[src/rtl/bcd_time_counter.sv]
// Real-time clock core: 1 s prescaler plus packed-BCD hh:mm:ss with a freeze-and-adjust set mode.
// Optional 12 h mode with PM flag is enabled by defining BCD_TIME_COUNTER_HOUR12_EN.
module bcd_time_counter #(
  parameter int unsigned TICK_DIV = 50000000,
  parameter int unsigned CNT_W    = 26
) (
  input  logic       clk,
  input  logic       resetn,
  input  logic       set_en,
  input  logic [1:0] set_sel,
  input  logic       inc,
  output logic [7:0] hour,
  output logic [7:0] minute,
  output logic [7:0] second,
  output logic       pm,
  output logic       tick
);

  localparam logic [CNT_W-1:0] TickMax = CNT_W'(TICK_DIV - 1);

`ifdef BCD_TIME_COUNTER_HOUR12_EN
  localparam logic [7:0] HourReset = 8'h12;

  function automatic logic [7:0] hour_next(input logic [7:0] v);
    if (v == 8'h12)            return 8'h01;
    else if (v[3:0] == 4'd9)   return {v[7:4] + 4'd1, 4'd0};
    else                       return {v[7:4], v[3:0] + 4'd1};
  endfunction
`else
  localparam logic [7:0] HourReset = 8'h00;

  function automatic logic [7:0] hour_next(input logic [7:0] v);
    if (v == 8'h23)            return 8'h00;
    else if (v[3:0] == 4'd9)   return {v[7:4] + 4'd1, 4'd0};
    else                       return {v[7:4], v[3:0] + 4'd1};
  endfunction
`endif

  function automatic logic [7:0] sixty_next(input logic [7:0] v);
    if (v == 8'h59)            return 8'h00;
    else if (v[3:0] == 4'd9)   return {v[7:4] + 4'd1, 4'd0};
    else                       return {v[7:4], v[3:0] + 4'd1};
  endfunction

  logic [CNT_W-1:0] cnt_q, cnt_d;
  logic [7:0]       hour_q, hour_d, min_q, min_d, sec_q, sec_d;
  logic             tick_q, tick_d;
  logic             inc_q;
  logic             hour_step;

  always_comb begin
    cnt_d     = cnt_q;
    tick_d    = 1'b0;
    sec_d     = sec_q;
    min_d     = min_q;
    hour_d    = hour_q;
    hour_step = 1'b0;
    if (set_en) begin
      cnt_d = '0;
      if (inc && !inc_q) begin
        case (set_sel)
          2'b00:   sec_d     = 8'h00;
          2'b01:   min_d     = sixty_next(min_q);
          2'b10:   hour_step = 1'b1;
          default: ;
        endcase
      end
    end else if (cnt_q == TickMax) begin
      // Whole carry chain settles on the tick edge.
      cnt_d  = '0;
      tick_d = 1'b1;
      sec_d  = sixty_next(sec_q);
      if (sec_q == 8'h59) begin
        min_d = sixty_next(min_q);
        if (min_q == 8'h59) hour_step = 1'b1;
      end
    end else begin
      cnt_d = cnt_q + CNT_W'(1);
    end
    if (hour_step) hour_d = hour_next(hour_q);
  end

  always_ff @(posedge clk or negedge resetn) begin
    if (!resetn) begin
      cnt_q  <= '0;
      tick_q <= 1'b0;
      inc_q  <= 1'b0;
      hour_q <= HourReset;
      min_q  <= 8'h00;
      sec_q  <= 8'h00;
    end else begin
      cnt_q  <= cnt_d;
      tick_q <= tick_d;
      inc_q  <= inc;
      hour_q <= hour_d;
      min_q  <= min_d;
      sec_q  <= sec_d;
    end
  end

`ifdef BCD_TIME_COUNTER_HOUR12_EN
  logic pm_q, pm_d;

  // Entering 12 from 11 flips the half-day, by carry or by set-mode press.
  always_comb pm_d = pm_q ^ (hour_step && (hour_q == 8'h11));

  always_ff @(posedge clk or negedge resetn) begin
    if (!resetn) pm_q <= 1'b0;
    else         pm_q <= pm_d;
  end

  assign pm = pm_q;
`else
  assign pm = 1'b0;
`endif

  assign hour   = hour_q;
  assign minute = min_q;
  assign second = sec_q;
  assign tick   = tick_q;

endmodule

[config.mk]
export PLATFORM = sky130hd
export DESIGN_NAME = bcd_time_counter
export DESIGN_NICKNAME = d
export VERILOG_FILES = /design/src/rtl/bcd_time_counter.sv
export SDC_FILE = /design/constraint.sdc
export NUM_CORES = 1
export LEC_CHECK = 0
export CORE_ASPECT_RATIO = 0.5
export CORE_MARGIN = 8
export CORE_UTILIZATION = 40
export CTS_BUF_LIST = sky130_fd_sc_hd__clkbuf_8
export DETAILED_ROUTE_END_ITERATION = 12
export PLACE_DENSITY = 0.64
export SLEW_MARGIN = 20
export SYNTH_ARGS = -nofsm -noshare
export SYNTH_HDL_FRONTEND = slang
export SYNTH_SLANG_ARGS = --single-unit
[constraint.sdc]
create_clock -name clk -period 5.48 [get_ports clk]
set_input_delay 0.548 -clock clk [delete_from_list [all_inputs] [get_ports clk]]
set_output_delay 0.548 -clock clk [all_outputs]
set_load 0.005 [all_outputs]
-- After elaboration in Yosys (flattened, before gate mapping)
Cells that the tools add are included.
- multiplexer cells: 25
- equality and inequality tests: 12
- add/sub/neg operators: 7
- reduce and logical (&&, ||, !) cells: 11
- operators with widths (cell ; number):
    $mux W8 ; 15
    $mux W26 ; 2
    $add A26 B1 Y26 const B ; 1
    $eq A26 B26 Y1 const B ; 1
    $add A4 B1 Y4 const B ; 6
    $eq A8 B7 Y1 const B ; 2
    $eq A4 B4 Y1 const B ; 3
    $eq A8 B6 Y1 const B ; 1
    $mux W1 ; 8
    $reduce_and A4 Y1 ; 2
    $ne A2 B1 Y1 const B ; 3
    $reduce_bool A2 Y1 ; 3
    $reduce_and A3 Y1 ; 1
    $reduce_bool A3 Y1 ; 1
    $eq A2 B1 Y1 const B ; 1
    $eq A2 B2 Y1 const B ; 1
    $logic_not A2 Y1 ; 1
    $reduce_and A2 Y1 ; 1
    $logic_and A1 B1 Y1 ; 1
    $logic_not A1 Y1 ; 1
- register bits: 52
- word-level logic and storage cells: 63

-- Logic depth before layout (Yosys ltp)
Gate-level depths: netlist of run 1.
- depth after elaboration: 6
- depth in mapped cells: 9
- mapped depth without buffers: 7

-- Least setup slack after synthesis of run 1
No wires, ideal clock.
- path type: flip-flop to flip-flop
- start point: register cnt_q[0]
- end point: register hour_q[3] (netlist: hour[3])
- arrival: 2.055 ns
- period minus slack after synthesis: 2.175 ns
- setup slack: 3.305 ns
- cell stages (with the launch flop): 9
- required time: 5.360 ns
- path through: dfrtp_1 > ha_1 > and3_1 > buf_4 > nand4_1 > or4_4 > buf_6 > o311a_1 > a31o_1
- longest elaborated chain between the ends: 3
- RTL lines (element ; RTL line ; source):
    start, declared ; 45 ; logic [CNT_W-1:0] cnt_q, cnt_d;
    start signal, assigned ; 92 ; cnt_q <= cnt_d;
    $eq A26 B26 Y1 ; 68 ; end else if (cnt_q == TickMax) begin
    $mux W1 ; 68 ;
    $mux W1 ; 58 ; if (set_en) begin
    end signal, assigned ; 88 ; hour_q <= HourReset;
    end signal, assigned ; 95 ; hour_q <= hour_d;
    end, declared ; 46 ; logic [7:0] hour_q, hour_d, min_q, min_d, sec_q, sec_d;
No other way between the ends.
A chain may end at the register's enable or synchronous reset.

-- Final worst setup path of run 1
- start point: register cnt_q[0]
- end point: register min_q[5] (netlist: minute[5])
- longest elaborated chain between the ends: 3
- RTL lines (element ; RTL line ; source):
    $eq A26 B26 Y1 ; 68 ;
    $reduce_bool A2 Y1 (no line) ; n/a ;
    $reduce_and A4 Y1 (no line) ; n/a ;
    end signal, assigned ; 96 ; min_q <= min_d;
    end, declared ; 46 ;
No other way between the ends.

==> reports/metrics.yaml, run 1 <==
path_cells: "ha_1 > and3_1 > nand4_1 > o21ai_4 > nand3_1 > mux2_2"
die_area_mm2: 0.0104
drt-pass1-iter-count: 4
antennaDiodeCount: 0
final_util_pct: 46.9
hold_class: "in -> async"
coreArea_mm2: 0.00718
vdd.ir_drop.worst_mv: 0.169
dr.first_iter.drc_count: 114
worstMarginPinSlew_ns: 0.813
tritoncts: "yes"
clk_pin_slew_ns: 0.09
post_cts_buffers: 0
syn-num-nets: 318
yosys.cell_types.count: 49
die_x_um: 136
wirelength_um: 6010
clock_sinks: 52
dpl-instance-area_mm2: 0.00327
startpoint_type: "flip-flop"
yosysMostFrequentCell: "dfrtp_1"
finalSetupViolCount: 0
rsz0062_at_grt: "no"
yosys_warnings: 0
finalHoldViolCount: 0
yosysTopAreaCell: "dfrtp_1"
setup.worst_path.end_class: "flip-flop"
antenna_found_initial: 0
start_util_pct: 40.3
timing.setup.tns_ns: 0
grt_overflow: 0
cts_buffers: 5
final_antenna_net_count: 0
num-nets-final: 345
drv_cap: 0
track_usage_pct: 11.9
min_period_ns: 2.52
p_per_area_mw_per_mm2: 237
finalCritPeriodShare_pct: 45.9
vias: 2246
area_delta_synth_final_pct: 16.4
crit_arrival_ns: 2.71
place.gp.congestion: 0.801
drv_slew: 0
io_buffers: 30
synth_area_mm2: 0.00290
nFillCells: 690
yosysSeqAreaShare_pct: 44.9
synthFlopType: "dfrtp_1"
grt_max_degree: 53
synth_area_leaders: "dfrtp_1 (45%), xor2_1 (6.3%), nor2_1 (5.8%), ha_1 (5.6%), nand4_1 (3.2%)"
grt_pass1_wl_um: 10500
slew_headroom_pct: 45.4
fin_skew_ns: 0.00926
postCtsHoldBufs: 0
dp_slack_ns: 2.73
die_h_um: 76.2
root_buffer: "clkbuf_8"
worstPathRequired_ns: 5.67
ios: 32
netlist_top_cells_count: "dfrtp_1 (52), nor2_1 (45), xor2_1 (21), nand3_1 (17), nand2_1 (16)"
cts_max_path_buffers: 2
path_max_fanout: 31
max_stage_delay_ns: 0.68
wl_per_cell_um: 14.2
async_flop_share_pct: 100
viasPerCell: 5.31
synth-seq-cells: 52
fin_area_mm2: 0.00337
max_freq_ghz: 0.397
synthCells: 299
cts_resized: 0
synth_area_per_cell_um2: 9.69
htree_levels: 2
status: "complete, no violations"
leakage_uw: 0.00146
netlist.area_leader.share_pct: 44.9
rows: 22
worstSetupPathType: "reg -> reg"
drc: 0
fin_ws_ns: 2.96
cpMaxStageDelayCell: "o21ai_4"
synth-edff-count: 0
layout-drive-gt1-share_pct: 7.03
dp_hpwl_um: 4360
clk_latency_ns: 0.30
grt_pass1_vias: 2256
totalPowerFinal_uw: 799
[placed cells by master (no fill, tap or decap), types with 2 or more instances in the layout]
| master | n |
|---|---|
| inv_1 | 14 |
| nor3_1 | 5 |
| o31ai_1 | 2 |
| nor2_1 | 45 |
| and2_1 | 3 |
| o32ai_1 | 2 |
| nand4_1 | 15 |
| mux2i_1 | 2 |
| nand3_1 | 17 |
| xor2_1 | 21 |
| nand2b_1 | 7 |
| or3_1 | 2 |
| o21a_1 | 2 |
| and3_1 | 9 |
| clkbuf_8 | 6 |
| and4_1 | 3 |
| nor4_1 | 2 |
| ha_1 | 13 |
| mux2_2 | 8 |
| a21o_1 | 2 |
| o21ai_0 | 9 |
| dfrtp_1 | 52 |
| nand3b_1 | 3 |
| and3b_1 | 3 |
| clkdlybuf4s50_1 | 29 |
| xnor2_1 | 6 |
| o2bb2ai_1 | 2 |
| a22o_1 | 5 |
| nand2_1 | 16 |
| buf_4 | 2 |
[cell type report]
type | instances | area, µm² | area share, %
sequential | 52 | 1300 | 38.6
clock inverter | 2 | 7.51 | 0.223
multi-input combinational | 223 | 1500 | 44.6
inverter | 12 | 45.0 | 1.34
timing repair buffer | 32 | 310 | 9.21
tap | 96 | 120 | 3.56
clock buffer | 6 | 82.6 | 2.45
[critical path: cells and delay by family, from the launching register on]
| family | cells | cell delay [ns] |
|---|---|---|
| and+or+nand+nor | 3 | 0.77 |
| DFF | 1 | 0.41 |
| adders and majority gates | 1 | 0.21 |
| AOI/OAI and AO/OA | 1 | 0.68 |
| muxes | 1 | 0.34 |
[kinds of logic (layout without fill, tap and decap cells)]
family / Yosys count / count (layout) / synth area share [%]
AOI/OAI and AO/OA: 31 / 31 / 7.73
buffers and inverters: 24 / 52 / 3.76
muxes: 10 / 10 / 3.80
DFF: 52 / 52 / 44.9
and+or+nand+nor: 141 / 141 / 25.9
adders and majority gates: 13 / 13 / 5.62
other: 1 / 1 / 0.129
xor gates and xnor gates: 27 / 27 / 8.16
[layer usage]
metal  part of all wire, %  GRT usage, %  up-vias
li1                      -             -     1096
met1                    49          15.0     1112
met2                    47          19.9       32
met3                   3.3          3.16        6
met4                   1.0          3.05        0
met5                     0             0        -
[sequential cells by signal, indices dropped and copies added, names as in the netlist]
register and flops:
minute 8, hour 8, inc_q 1, cnt_q 26, tick 1, second 8
[where the power goes]
part           internal (µW)  switching (µW)  total, µW
Sequential               406            28.5        434
Combinational           80.2            63.0        143
Clock                   99.7             121        221
[through the flow]
| step | std cells | hold slack (ns) |
|---|---|---|
| global route | 423 | 0.412 |
| CTS | 423 | 0.375 |
| detailed placement | 415 | 0.486 |
| finish | 423 | 0.350 |
| global placement | 415 | 0.463 |
| floorplan | 299 | 0.252 |
[final timing paths]
| path | slack (ns) | cells after the start | end | from |
|---|---|---|---|---|
| min in group clk | 0.50 | 1 | hour[7] | hour[7] |
| max | 2.96 | 6 | minute[5] | cnt_q[0] |
| min | 0.35 | 2 | hour[6] | resetn |
| max in group asynchronous | 4.70 | 2 | cnt_q[19] | resetn |
| min reg2reg | 0.50 | 1 | hour[7] | hour[7] |
| max reg2reg | 2.96 | 6 | minute[5] | cnt_q[0] |
No activity file was read; power rests on OpenSTA's default activity.
==> run 2: changes to the inputs <==
clock period = 2.5 ns   (was 5.48 ns; I/O delays follow)
==> run 2 against run 1 <==
  * Sequential power increased by 120%
  * Combinational power increased by 120%
  * Global-route usage increased by 1.0 points
  * Highest routed layer unchanged
  * Via count increased by 1.5%
  * Critical path depth unchanged
  * Flip-flop and latch count unchanged
  * First-iteration DRC count increased by 47%
  * Critical path type unchanged
==> reports/metrics.yaml, run 2 (synthesized netlist as in run 1, its figures left out) <==
place.gp.congestion: 0.786
cts_resized: 0
wirelength_um: 6250
root_buffer: "clkbuf_8"
ios: 32
rows: 22
finalHoldViolCount: 0
hold_class: "in -> async"
cts_buffers: 5
combPwrFrac_pct: 17.1
grt_max_degree: 40
status: "complete, no violations"
max_stage_delay_ns: 0.61
grt_overflow: 0
clk_latency_ns: 0.32
final_cell_mix: "dfrtp_1 (52), nor2_1 (45), clkdlybuf4s50_1 (29), xor2_1 (21), nand3_1 (17)"
finalSetupViolCount: 0
num-nets-final: 350
vias: 2280
dp_cells: 419
die_h_um: 76.2
io_buffers: 30
viasPerCell: 5.33
worstMarginPinSlew_ns: 0.710
leakage_uw: 0.00148
vdd.ir_drop.worst_mv: 0.398
timing.setup.tns_ns: 0
drv_slew: 0
min_period_ns: 2.30
coreArea_mm2: 0.00718
final_antenna_net_count: 0
drv_cap: 0
area_delta_synth_final_pct: 18.0
nFillCells: 698
clock_sinks: 52
finalCritPeriodShare_pct: 92.0
cpMaxStageDelayCell: "or4_4"
antennaDiodeCount: 0
fin_area_mm2: 0.00342
p_int_uw: 1360
path_cells: "ha_1 > and3_1 > nand4_1 > or4_4 > or4_1 > o31ai_1"
clkPwrFrac_pct: 31.9
p_sw_uw: 508
slew_headroom_pct: 52.2
die_area_mm2: 0.0104
crit_arrival_ns: 2.54
largest_register_ffs: 26
max_freq_ghz: 0.435
dp_hpwl_um: 4510
final_common_cell: "dfrtp_1"
path_max_fanout: 10
grt_pass1_vias: 2308
cts_max_path_buffers: 2
startpoint_type: "flip-flop"
antenna_found_initial: 0
tritoncts: "yes"
grt_pass1_wl_um: 11100
multi_input_area_mm2: 0.00149
clk_pin_slew_ns: 0.10
die_x_um: 136
seq_power_share_pct: 51.0
start_util_pct: 40.3
ff_latch_area_mm2: 0.00130
dr.first_iter.drc_count: 168
worstSetupPathType: "reg -> reg"
htree_levels: 2
post_cts_buffers: 0
wl_per_cell_um: 14.6
final_cells: 428
track_usage_pct: 13.0
layout-drive-gt1-share_pct: 8.43
dpl-instance-area_mm2: 0.00330
drt-pass1-iter-count: 4
fin_ws_ns: 0.199
p_per_area_mw_per_mm2: 548
dp_slack_ns: 0.193
setup.worst_path.end_class: "flip-flop"
worstPathRequired_ns: 2.74
rsz0062_at_grt: "no"
drc: 0
regMostFlops: "cnt_q"
fin_skew_ns: 0.00421
final_util_pct: 47.6
swShare_pct: 27.1
==> run 2: cell types whose count changed in the layout (fill, tap and decap cells not counted), sizes merged <==
cell	previous run	this run
clkinvlp	0	1
clkbuf	6	5
buf	3	7
clkinv	0	1
inv	14	12
dlygate4sd3	0	1
bufinv	0	1
==> run 2: final timing paths <==
path / from / end / slack, ns / depth (start not counted)
setup / recovery: cnt_q[0] / second[1] / 0.20 / 6
hold / removal: resetn / minute[6] / 0.34 / 2
setup reg to reg: cnt_q[0] / second[1] / 0.20 / 6
hold reg to reg: cnt_q[0] / cnt_q[0] / 0.49 / 1
max in group asynchronous: resetn / second[7] / 1.34 / 3
min in group clk: inc / inc_q / 0.43 / 1
==> run 2: cell type report <==
class                      instances  share of cell area, %
tap                               96                   3.51
inverter                          12                   1.32
multi-input combinational        223                   43.6
clock buffer                       5                   2.01
timing repair buffer              37                   10.2
sequential                        52                   38.1
clock inverter                     3                   1.24
==> run 2: what timing repair did <==
item                                    in CTS  in global routing
endpoints found under the setup margin       0                  0
hold endpoints to repair                    13                  0
hold buffers                                 1                  0
==> run 2: critical path: cells and delay by family, from the launching register on <==
family,cells,cell delay (ns)
simple gates,4,1.52
flops,1,0.40
fa+ha+maj,1,0.22
compound gates,1,0.08
==> run 2: metal layers <==
layer | routed length (µm) | global-route usage, % | up-vias
met5 | 0 | 0 | -
met1 | 2970 | 16.1 | 1147
met3 | 196 | 3.36 | 10
met2 | 2960 | 20.7 | 20
li1 | - | - | 1103
met4 | 125 | 5.88 | 0
==> run 2: power groups by stage <==
stage / clock [µW] / combinational (µW) / sequential (µW)
3_5_place_dp: 0 / 324 / 972
4_1_cts: 614 / 328 / 956
6_report: 597 / 320 / 955
3_3_place_gp: 0 / 312 / 967
2_1_floorplan: 0 / 166 / 963
5_1_grt: 638 / 366 / 967
==> run 2: metrics by stage <==
stage                     power, µW  hold slack (ns)
after floorplan                1130          -0.0456
after CTS                      1900            0.338
after global placement         1280            0.163
final                          1870            0.339
after global routing           1970            0.362
after detailed placement       1300            0.163
==> run 3: changes to the inputs <==
CORE_UTILIZATION = 58   (was 40)
PLACE_DENSITY = 0.86   (was 0.64)
SETUP_SLACK_MARGIN = 0.2   (was default)
SLEW_MARGIN = 25   (was 20)
==> run 3 against run 2 <==
  * Global-route usage grew 4.0 points
  * First-iteration DRC count shrank 29%
  * Critical endpoint unchanged
  * Via count shrank 0.79%
  * Largest power group unchanged
==> reports/metrics.yaml, run 3 (synthesized netlist as in run 1, its figures left out) <==
dp_cells: 394
drv_cap: 0
cts_max_path_buffers: 2
finalHoldViolCount: 0
largest_register_ffs: 26
path_max_fanout: 10
final_antenna_net_count: 0
coreArea_mm2: 0.00486
root_buffer: "clkbuf_8"
ff_latch_area_mm2: 0.00130
worstPathRequired_ns: 2.72
grt_max_degree: 41
fin_ws_ns: 0.302
grt_overflow: 0
clk_latency_ns: 0.31
wl_per_cell_um: 14.9
startpoint_type: "flip-flop"
grt_pass1_vias: 2285
timing.reg2reg.setup_slack_ns: 0.30
drt-pass1-iter-count: 4
rows: 18
final_common_cell: "dfrtp_1"
cts_buffers: 5
post_cts_buffers: 0
final_cells: 403
final_cell_mix: "dfrtp_1 (52), nor2_1 (45), clkdlybuf4s50_1 (29), xor2_1 (21), nand3_1 (17)"
num-nets-final: 351
crit_arrival_ns: 2.42
worstSetupPathType: "reg -> reg"
ios: 32
slew_headroom_pct: 56.2
finalSetupViolCount: 0
dp_hpwl_um: 4450
worstMarginPinSlew_ns: 0.650
timing.setup.tns_ns: 0
area_delta_synth_final_pct: 16.6
viasPerCell: 5.61
totalPowerFinal_uw: 1760
die_h_um: 66.0
vias: 2262
finalCritPeriodShare_pct: 87.9
clock_sinks: 52
antennaDiodeCount: 0
die_x_um: 116
drc: 0
track_usage_pct: 17.0
start_util_pct: 59.5
wirelength_um: 5990
hold_class: "in -> async"
die_area_mm2: 0.00765
tritoncts: "yes"
regMostFlops: "cnt_q"
clk_pin_slew_ns: 0.10
vdd.ir_drop.worst_mv: 0.410
dr.first_iter.drc_count: 120
dp_slack_ns: 0.222
antenna_found_initial: 0
status: "complete, no violations"
leakage_uw: 0.00148
place.gp.congestion: 0.819
drv_slew: 0
io_buffers: 30
fin_skew_ns: 0.00972
htree_levels: 2
setup.worst_path.end_class: "flip-flop"
p_per_area_mw_per_mm2: 521
min_period_ns: 2.20
nFillCells: 378
max_freq_ghz: 0.455
multi_input_area_mm2: 0.00150
rsz0062_at_grt: "no"
grt_pass1_wl_um: 10600
final_util_pct: 69.4
layout-drive-gt1-share_pct: 9.01
-- run 3: metrics by stage --
step | cell area, µm² | hold slack [ns]
after floorplan | 2900 | -0.0456
after global placement | 3270 | 0.145
after detailed placement | 3270 | 0.147
after CTS | 3370 | 0.350
after global routing | 3380 | 0.365
final | 3380 | 0.350
-- run 3: critical path, stage by stage (launching register included) --
cell     delay [ns]
dfrtp_1        0.40
ha_1           0.21
and3_2         0.24
nand4_1        0.10
or4_4          0.56
or4_1          0.50
o31ai_1        0.08
-- run 3: path summary, 6_finish.rpt --
path	start	endpoint	depth (start not counted)
min in group clk	inc	inc_q	1
max in group asynchronous	resetn	second[7]	3
worst max register to register	cnt_q[0]	second[1]	6
worst max-delay path	cnt_q[0]	second[1]	6
worst min-delay path	resetn	hour[0]	2
worst min register to register	cnt_q[0]	cnt_q[0]	1
-- run 3: where the power goes --
| part | leakage (µW) | switching [µW] | total (µW) | internal [µW] |
|---|---|---|---|---|
| registers | 0.000705 | 66.3 | 956 | 890 |
| clock network | 0.0000455 | 277 | 472 | 196 |
| logic | 0.000725 | 146 | 333 | 187 |
-- run 3: routing by layer --
metal	up-vias	part of all wire (%)	global-route usage, %
met4	0	0.85	4.96
met3	4	3.8	3.83
li1	1117	-	-
met1	1100	46	20.6
met5	-	0	0
met2	41	49	29.9
-- run 3: layout make-up --
type                       instances  area share (%)
clock inverter                     3           0.593
inverter                          12            1.33
clock buffer                       5            2.04
tap                               70            2.59
sequential                        52            38.5
timing repair buffer              38            10.6
multi-input combinational        223            44.3
-- run 3: repair_timing --
action                                 CTS  global route
hold buffers                             1             0
setup endpoints to repair                0             6
endpoints found under the hold margin   12             0
resized for setup                        0             3
